`src/rtl/add8_serial_if.sv`:
```
// Handshake and data bundle for the bit-serial adder.
// master: the sequencer issuing operations; slave: the adder itself.
interface add8_serial_if #(
  parameter int unsigned WIDTH = 8
) ();
  logic             i_start;
  logic [WIDTH-1:0] i_a;
  logic [WIDTH-1:0] i_b;
  logic             o_busy;
  logic             o_done;
  logic [WIDTH-1:0] o_res;
  logic             o_cout;
  logic             o_ovf;

  modport master (
    output i_start, i_a, i_b,
    input  o_busy, o_done, o_res, o_cout, o_ovf
  );

  modport slave (
    input  i_start, i_a, i_b,
    output o_busy, o_done, o_res, o_cout, o_ovf
  );
endinterface

```
`src/rtl/add8_serial.sv`:
```
// Bit-serial adder: one bit per clock, LSB first, single carry flip-flop.
// start/busy/done handshake; result, carry-out and signed overflow are
// registered and held until the next completion.
module add8_serial #(
  parameter int unsigned WIDTH = 8,
  parameter int unsigned CNT_W = 4
) (
  input logic          clk,
  input logic          rst,
  add8_serial_if.slave bus
);

  typedef enum logic [1:0] {
    IDLE = 2'd0,
    RUN  = 2'd1,
    DONE = 2'd2
  } state_t;

  state_t r_state;
  state_t w_next;

  logic [WIDTH-1:0] r_a;
  logic [WIDTH-1:0] r_b;
  logic [WIDTH-2:0] r_sum;
  logic             r_carry;
  logic [CNT_W-1:0] r_cnt;
  logic             r_busy;
  logic             r_done;
  logic [WIDTH-1:0] r_res;
  logic             r_cout;
  logic             r_ovf;

  logic             w_ready;
  logic             w_accept;
  logic             w_last;
  logic             w_s;
  logic             w_c;
  logic [WIDTH-1:0] w_sum_cat;

  // Operands shift right each bit, so bit 0 is always the current bit; on
  // the last edge it therefore holds the operand MSBs needed for ovf.
  // The sum register is one bit narrower than the result: after WIDTH-1
  // shifts it holds bits [WIDTH-2:0] and the final bit completes it.
  always_comb begin
    w_ready   = (r_state == IDLE) || (r_state == DONE);
    w_accept  = w_ready && bus.i_start;
    w_last    = (r_state == RUN) && (r_cnt == CNT_W'(WIDTH - 1));
    w_s       = r_a[0] ^ r_b[0] ^ r_carry;
    w_c       = (r_a[0] & r_b[0]) | (r_a[0] & r_carry) | (r_b[0] & r_carry);
    w_sum_cat = {w_s, r_sum};
  end

  // State register.
  always_ff @(posedge clk) begin
    if (rst) r_state <= IDLE;
    else     r_state <= w_next;
  end

  // Next-state logic.
  always_comb begin
    w_next = r_state;
    unique case (r_state)
      IDLE:    if (bus.i_start) w_next = RUN;
      RUN:     if (w_last)      w_next = DONE;
      DONE:    w_next = bus.i_start ? RUN : IDLE;
      default: w_next = IDLE;
    endcase
  end

  // Datapath: operand capture, bit processing, result update, flags.
  always_ff @(posedge clk) begin
    if (rst) begin
      r_a     <= '0;
      r_b     <= '0;
      r_sum   <= '0;
      r_carry <= 1'b0;
      r_cnt   <= '0;
      r_busy  <= 1'b0;
      r_done  <= 1'b0;
      r_res   <= '0;
      r_cout  <= 1'b0;
      r_ovf   <= 1'b0;
    end else begin
      r_busy <= (w_next == RUN);
      r_done <= (w_next == DONE);
      if (w_accept) begin
        r_a     <= bus.i_a;
        r_b     <= bus.i_b;
        r_carry <= 1'b0;
        r_cnt   <= '0;
      end else if (r_state == RUN) begin
        r_a     <= r_a >> 1;
        r_b     <= r_b >> 1;
        r_sum   <= w_sum_cat[WIDTH-1:1];
        r_carry <= w_c;
        r_cnt   <= r_cnt + CNT_W'(1);
        if (w_last) begin
          r_res  <= w_sum_cat;
          r_cout <= w_c;
          r_ovf  <= (r_a[0] == r_b[0]) && (w_s != r_a[0]);
        end
      end
    end
  end

  assign bus.o_busy = r_busy;
  assign bus.o_done = r_done;
  assign bus.o_res  = r_res;
  assign bus.o_cout = r_cout;
  assign bus.o_ovf  = r_ovf;

endmodule

```
`src/flat_wrapper.sv`:
```
// flat-port wrapper written by rule: the top's interface ports become plain ports
module add8_serial_flat 
#(
  parameter int unsigned WIDTH = 8,
  parameter int unsigned CNT_W = 4
)
  (clk, rst, bus_i_start, bus_i_a, bus_i_b, bus_o_busy, bus_o_done, bus_o_res, bus_o_cout, bus_o_ovf);
  add8_serial_if #(.WIDTH(WIDTH)) bus_i ();
  input logic clk;
  input logic rst;
  input wire logic [$bits(bus_i.i_start)-1:0] bus_i_start;
  input wire logic [$bits(bus_i.i_a)-1:0] bus_i_a;
  input wire logic [$bits(bus_i.i_b)-1:0] bus_i_b;
  output wire logic [$bits(bus_i.o_busy)-1:0] bus_o_busy;
  output wire logic [$bits(bus_i.o_done)-1:0] bus_o_done;
  output wire logic [$bits(bus_i.o_res)-1:0] bus_o_res;
  output wire logic [$bits(bus_i.o_cout)-1:0] bus_o_cout;
  output wire logic [$bits(bus_i.o_ovf)-1:0] bus_o_ovf;
  assign bus_i.i_start = bus_i_start;
  assign bus_i.i_a = bus_i_a;
  assign bus_i.i_b = bus_i_b;
  assign bus_o_busy = bus_i.o_busy;
  assign bus_o_done = bus_i.o_done;
  assign bus_o_res = bus_i.o_res;
  assign bus_o_cout = bus_i.o_cout;
  assign bus_o_ovf = bus_i.o_ovf;
  add8_serial #(.WIDTH(WIDTH), .CNT_W(CNT_W)) u_core (.clk(clk), .rst(rst), .bus(bus_i));
endmodule
```
`config.mk`:
```
export PLATFORM = sky130hd
export DESIGN_NAME = add8_serial_flat
export DESIGN_NICKNAME = d
export VERILOG_FILES = /design/src/rtl/add8_serial_if.sv /design/src/rtl/add8_serial.sv /design/src/flat_wrapper.sv
export SDC_FILE = /design/constraint.sdc
export NUM_CORES = 1
export LEC_CHECK = 0
export CORE_ASPECT_RATIO = 1.1
export CORE_UTILIZATION = 46
export DETAILED_ROUTE_END_ITERATION = 12
export PLACE_DENSITY = 0.75
export SETUP_SLACK_MARGIN = 0.05
export SLEW_MARGIN = 40
export SYNTH_ARGS = -nofsm -noshare
export SYNTH_HDL_FRONTEND = slang
export SYNTH_SLANG_ARGS = --single-unit
```
`constraint.sdc`:
```
create_clock -name clk -period 1.6 [get_ports clk]
set_input_delay 0.32 -clock clk [delete_from_list [all_inputs] [get_ports clk]]
set_output_delay 0.32 -clock clk [all_outputs]
set_load 0.02 [all_outputs]
```
==> flow_summary.yaml <==
status:
  status: "complete, but fails checks"
  violations: "setup timing"
floorplanning:
  core-area_mm2: 0.00339
  die_h_um: 65.0
  io_pins: 31
  dieArea_mm2: 0.00385
  start_util_pct: 49.0
  rows: 22
  die_w_um: 59.3
timing:
  period_needed_ns: 1.71
  setup_ws_ns: -0.107
  fin_skew_ns: 0.0135
  worst_pin_slew_ns: 0.331
  drv_slew: 0
  max_freq_ghz: 0.586
  rsz0062_at_grt: "yes"
  fin_crit_sh_pct: 107
  tns_ns: -0.107
  slew_headroom_pct: 78.0
  setup_violations: 1
  hold_viol_final: 0
  holdWs_ns: 0.470
placed_design:
  routabilityCongestion: 0.763
  pre_cts_ws_ns: -0.0665
  dp_hpwl_um: 2440
  dpl-instance-area_mm2: 0.00205
  dp.cells: 269
  port-buffer-count: 30
finish:
  drive_gt1_share_pct: 10.9
  final_cells: 278
  nets: 251
  antennaDiodeCount: 0
  syn2layout_area_growth_pct: 28.1
  post-route-util_pct: 62.7
  fillers: 316
  fin_area_mm2: 0.00212
drt:
  wl_per_cell_um: 13.4
  vias: 1495
  wl_um: 3720
  route.detailed.drc: 0
  drt_iter0_markers: 64
  dr.pass1.iters: 4
  drtAntennaViolNets: 0
  drt-vias-per-instance: 5.38
global_routing:
  grt_antenna_before_repair: 0
  grt_overflow: 0
  grt_max_degree: 38
  grt_pass1_wl_um: 6490
  track_usage_pct: 22.3
  grt_pass1_vias: 1497
worst_setup_path:
  reg2reg_from: "u_core.r_a[0]"
  path_cells: "inv_2 -> fa_1 -> xor2_1 -> or4_1 -> a21oi_2"
  arrival_ns: 1.99
  crit_buf_inv: 1
  crit_path_start_kind: "flop"
  rr_endpoint: "u_core.bus.o_ovf"
  cp_slowest_stage_delay_ns: 0.51
  worstPathMaxFanout: 2
  cpLargestDelayFamily: "adder cells"
  worstSetupEndpoint: "u_core.bus.o_ovf"
  cp-startpoint: "u_core.r_a[0]"
  reg2reg_slack_ns: -0.11
  crit_path_top_delay_cell: "fa_1"
  endpoint_kind: "flop"
  required_ns: 1.88
  worstSetupPathType: "flop to flop"
  worstRegToRegCells: 5
  crit_cells: 5
clocking:
  cts.clk_slew.worst_paths_ns: 0.12
  clock_tree.root_cell: "clkbuf_4"
  htree_levels: 2
  cts_buffers: 5
  clockBufferDepth: 2
  clk_latency_ns: 0.35
  cts_tree: "built"
  cts.sinks: 42
  cts.hold.buffers_added: 0
job:
  cap_violations: 0
worst_hold_path:
  min_path_type: "flop to flop"
  hold_start: "u_core.r_sum[0]"
synth:
  synth-seq-area-share_pct: 50.7
  syn-num-nets: 217
  avgSynthCellArea_um2: 8.51
  synth_cell_type_count: 26
  ys_ff_latch: 42
  synth_area_mm2: 0.00166
  ys_warn_count: 0
  syn_inst: 195
power:
  p_per_area_mw_per_mm2: 978
  vdd_drop_max_v: 0.000573
  total_power_mw: 2.08
  p_leak_nw: 0.805
[state kept, by name, summed over array words and instances, names as in the netlist]
name / count
u_core.bus.o_res: 8
u_core.r_a: 8
u_core.r_b: 8
u_core.r_sum: 7
u_core.r_cnt: 4
u_core.r_state: 2
u_core.bus.o_busy: 1
u_core.bus.o_cout: 1
u_core.bus.o_done: 1
u_core.bus.o_ovf: 1
u_core.r_carry: 1
[where the power goes]
part | switching, mW | total (mW) | leakage [nW] | internal, mW
Combinational | 0.151 | 0.293 | 0.422 | 0.142
Sequential | 0.0276 | 1.12 | 0.344 | 1.09
Clock | 0.332 | 0.664 | 0.0395 | 0.332
Total | 0.510 | 2.08 | 0.805 | 1.57
[timing repair]
| action | in CTS | in global routing |
|---|---|---|
| endpoints found under the hold margin | 0 | 0 |
| gates resized for setup | 13 | 2 |
| pin swaps | 1 | 0 |
| buffers inserted | 1 | 0 |
| endpoints found under the setup margin | 13 | 1 |
| gates cloned | 0 | 0 |
[kinds of logic after synthesis]
family	after synthesis	synth area share, %
fa+ha+maj	3	2.71
mux	1	0.603
buf+inv	20	5.50
compound gates	49	17.6
flops	42	50.7
xor+xnor	3	1.58
simple gates	77	21.3
[metal layers]
layer  share of wire (%)  vias up  GRT usage [%]  routed length [µm]
li1                    -      747              -                   -
met1                  46      704           26.6                1710
met2                  48       36           36.8                1790
met3                 4.3        8           6.99                 160
met4                 1.7        0           8.63                  63
met5                   0        -              0                   0
[cell usage in the layout (no fill, tap or decap), types with 2 or more instances in the layout]
cell / synthesis / layout
dfxtp_1: 42 / 39
nand2_1: 29 / 29
a21oi_1: 22 / 21
clkdlybuf4s50_1: 0 / 18
nor2_1: 14 / 14
nor3_1: 13 / 13
buf_4: 0 / 13
dlygate4sd2_1: 0 / 12
nand3_1: 11 / 11
o21ai_0: 9 / 9
a311oi_1: 7 / 7
o22ai_1: 5 / 5
clkbuf_4: 0 / 5
a211oi_1: 4 / 4
nand2b_1: 3 / 3
dfxtp_2: 0 / 3
inv_1: 3 / 2
and2b_1: 2 / 2
nand3b_1: 2 / 2
xor2_1: 2 / 2
a22oi_1: 2 / 2
ha_1: 2 / 2
clkbuf_1: 9 / 2
[synthesized netlist by cell type]
master	n	area (µm²)
buf_2	7	35.0
xnor2_1	1	8.76
nand2_1	29	109
a22oi_1	2	15.0
nand2b_1	3	18.8
inv_1	3	11.3
o22ai_1	5	31.3
xor2_1	2	17.5
ha_1	2	25.0
nor2_1	14	52.6
dfxtp_1	42	841
a211oi_1	4	30.0
and3b_1	1	8.76
clkbuf_1	9	33.8
and2b_1	2	15.0
or4_1	1	7.51
nand3b_1	2	15.0
nor3_1	13	65.1
buf_6	1	11.3
a21oi_1	22	110
nand3_1	11	55.1
a311oi_1	7	61.3
fa_1	1	20.0
or3_1	1	6.26
o21ai_0	9	45.0
mux2i_1	1	10.0
[worst min-delay path by stage]
stage                      endpoint  slack [ns]  cells after the start
floorplan           u_core.r_sum[0]        0.44                      2
CTS                 u_core.r_sum[0]        0.47                      2
global placement    u_core.r_sum[0]        0.45                      2
global route        u_core.r_sum[0]        0.50                      2
finish              u_core.r_sum[0]        0.47                      2
detailed placement  u_core.r_sum[0]        0.45                      2
[worst min-delay path: stages (launching register included)]
cell,delay [ns]
dfxtp_1,0.33
nand2_1,0.05
a21oi_1,0.06
[area by class of cell]
cell class,count,area [µm²],share of cell area (%)
sequential,42,845,39.8
multi-input combinational,133,731,34.4
timing repair buffer,44,403,19.0
tap,48,60.1,2.83
clock buffer,7,45.0,2.12
clock inverter,1,30.0,1.41
inverter,3,11.3,0.530
Note: power is estimated with default switching activity, not from simulation.
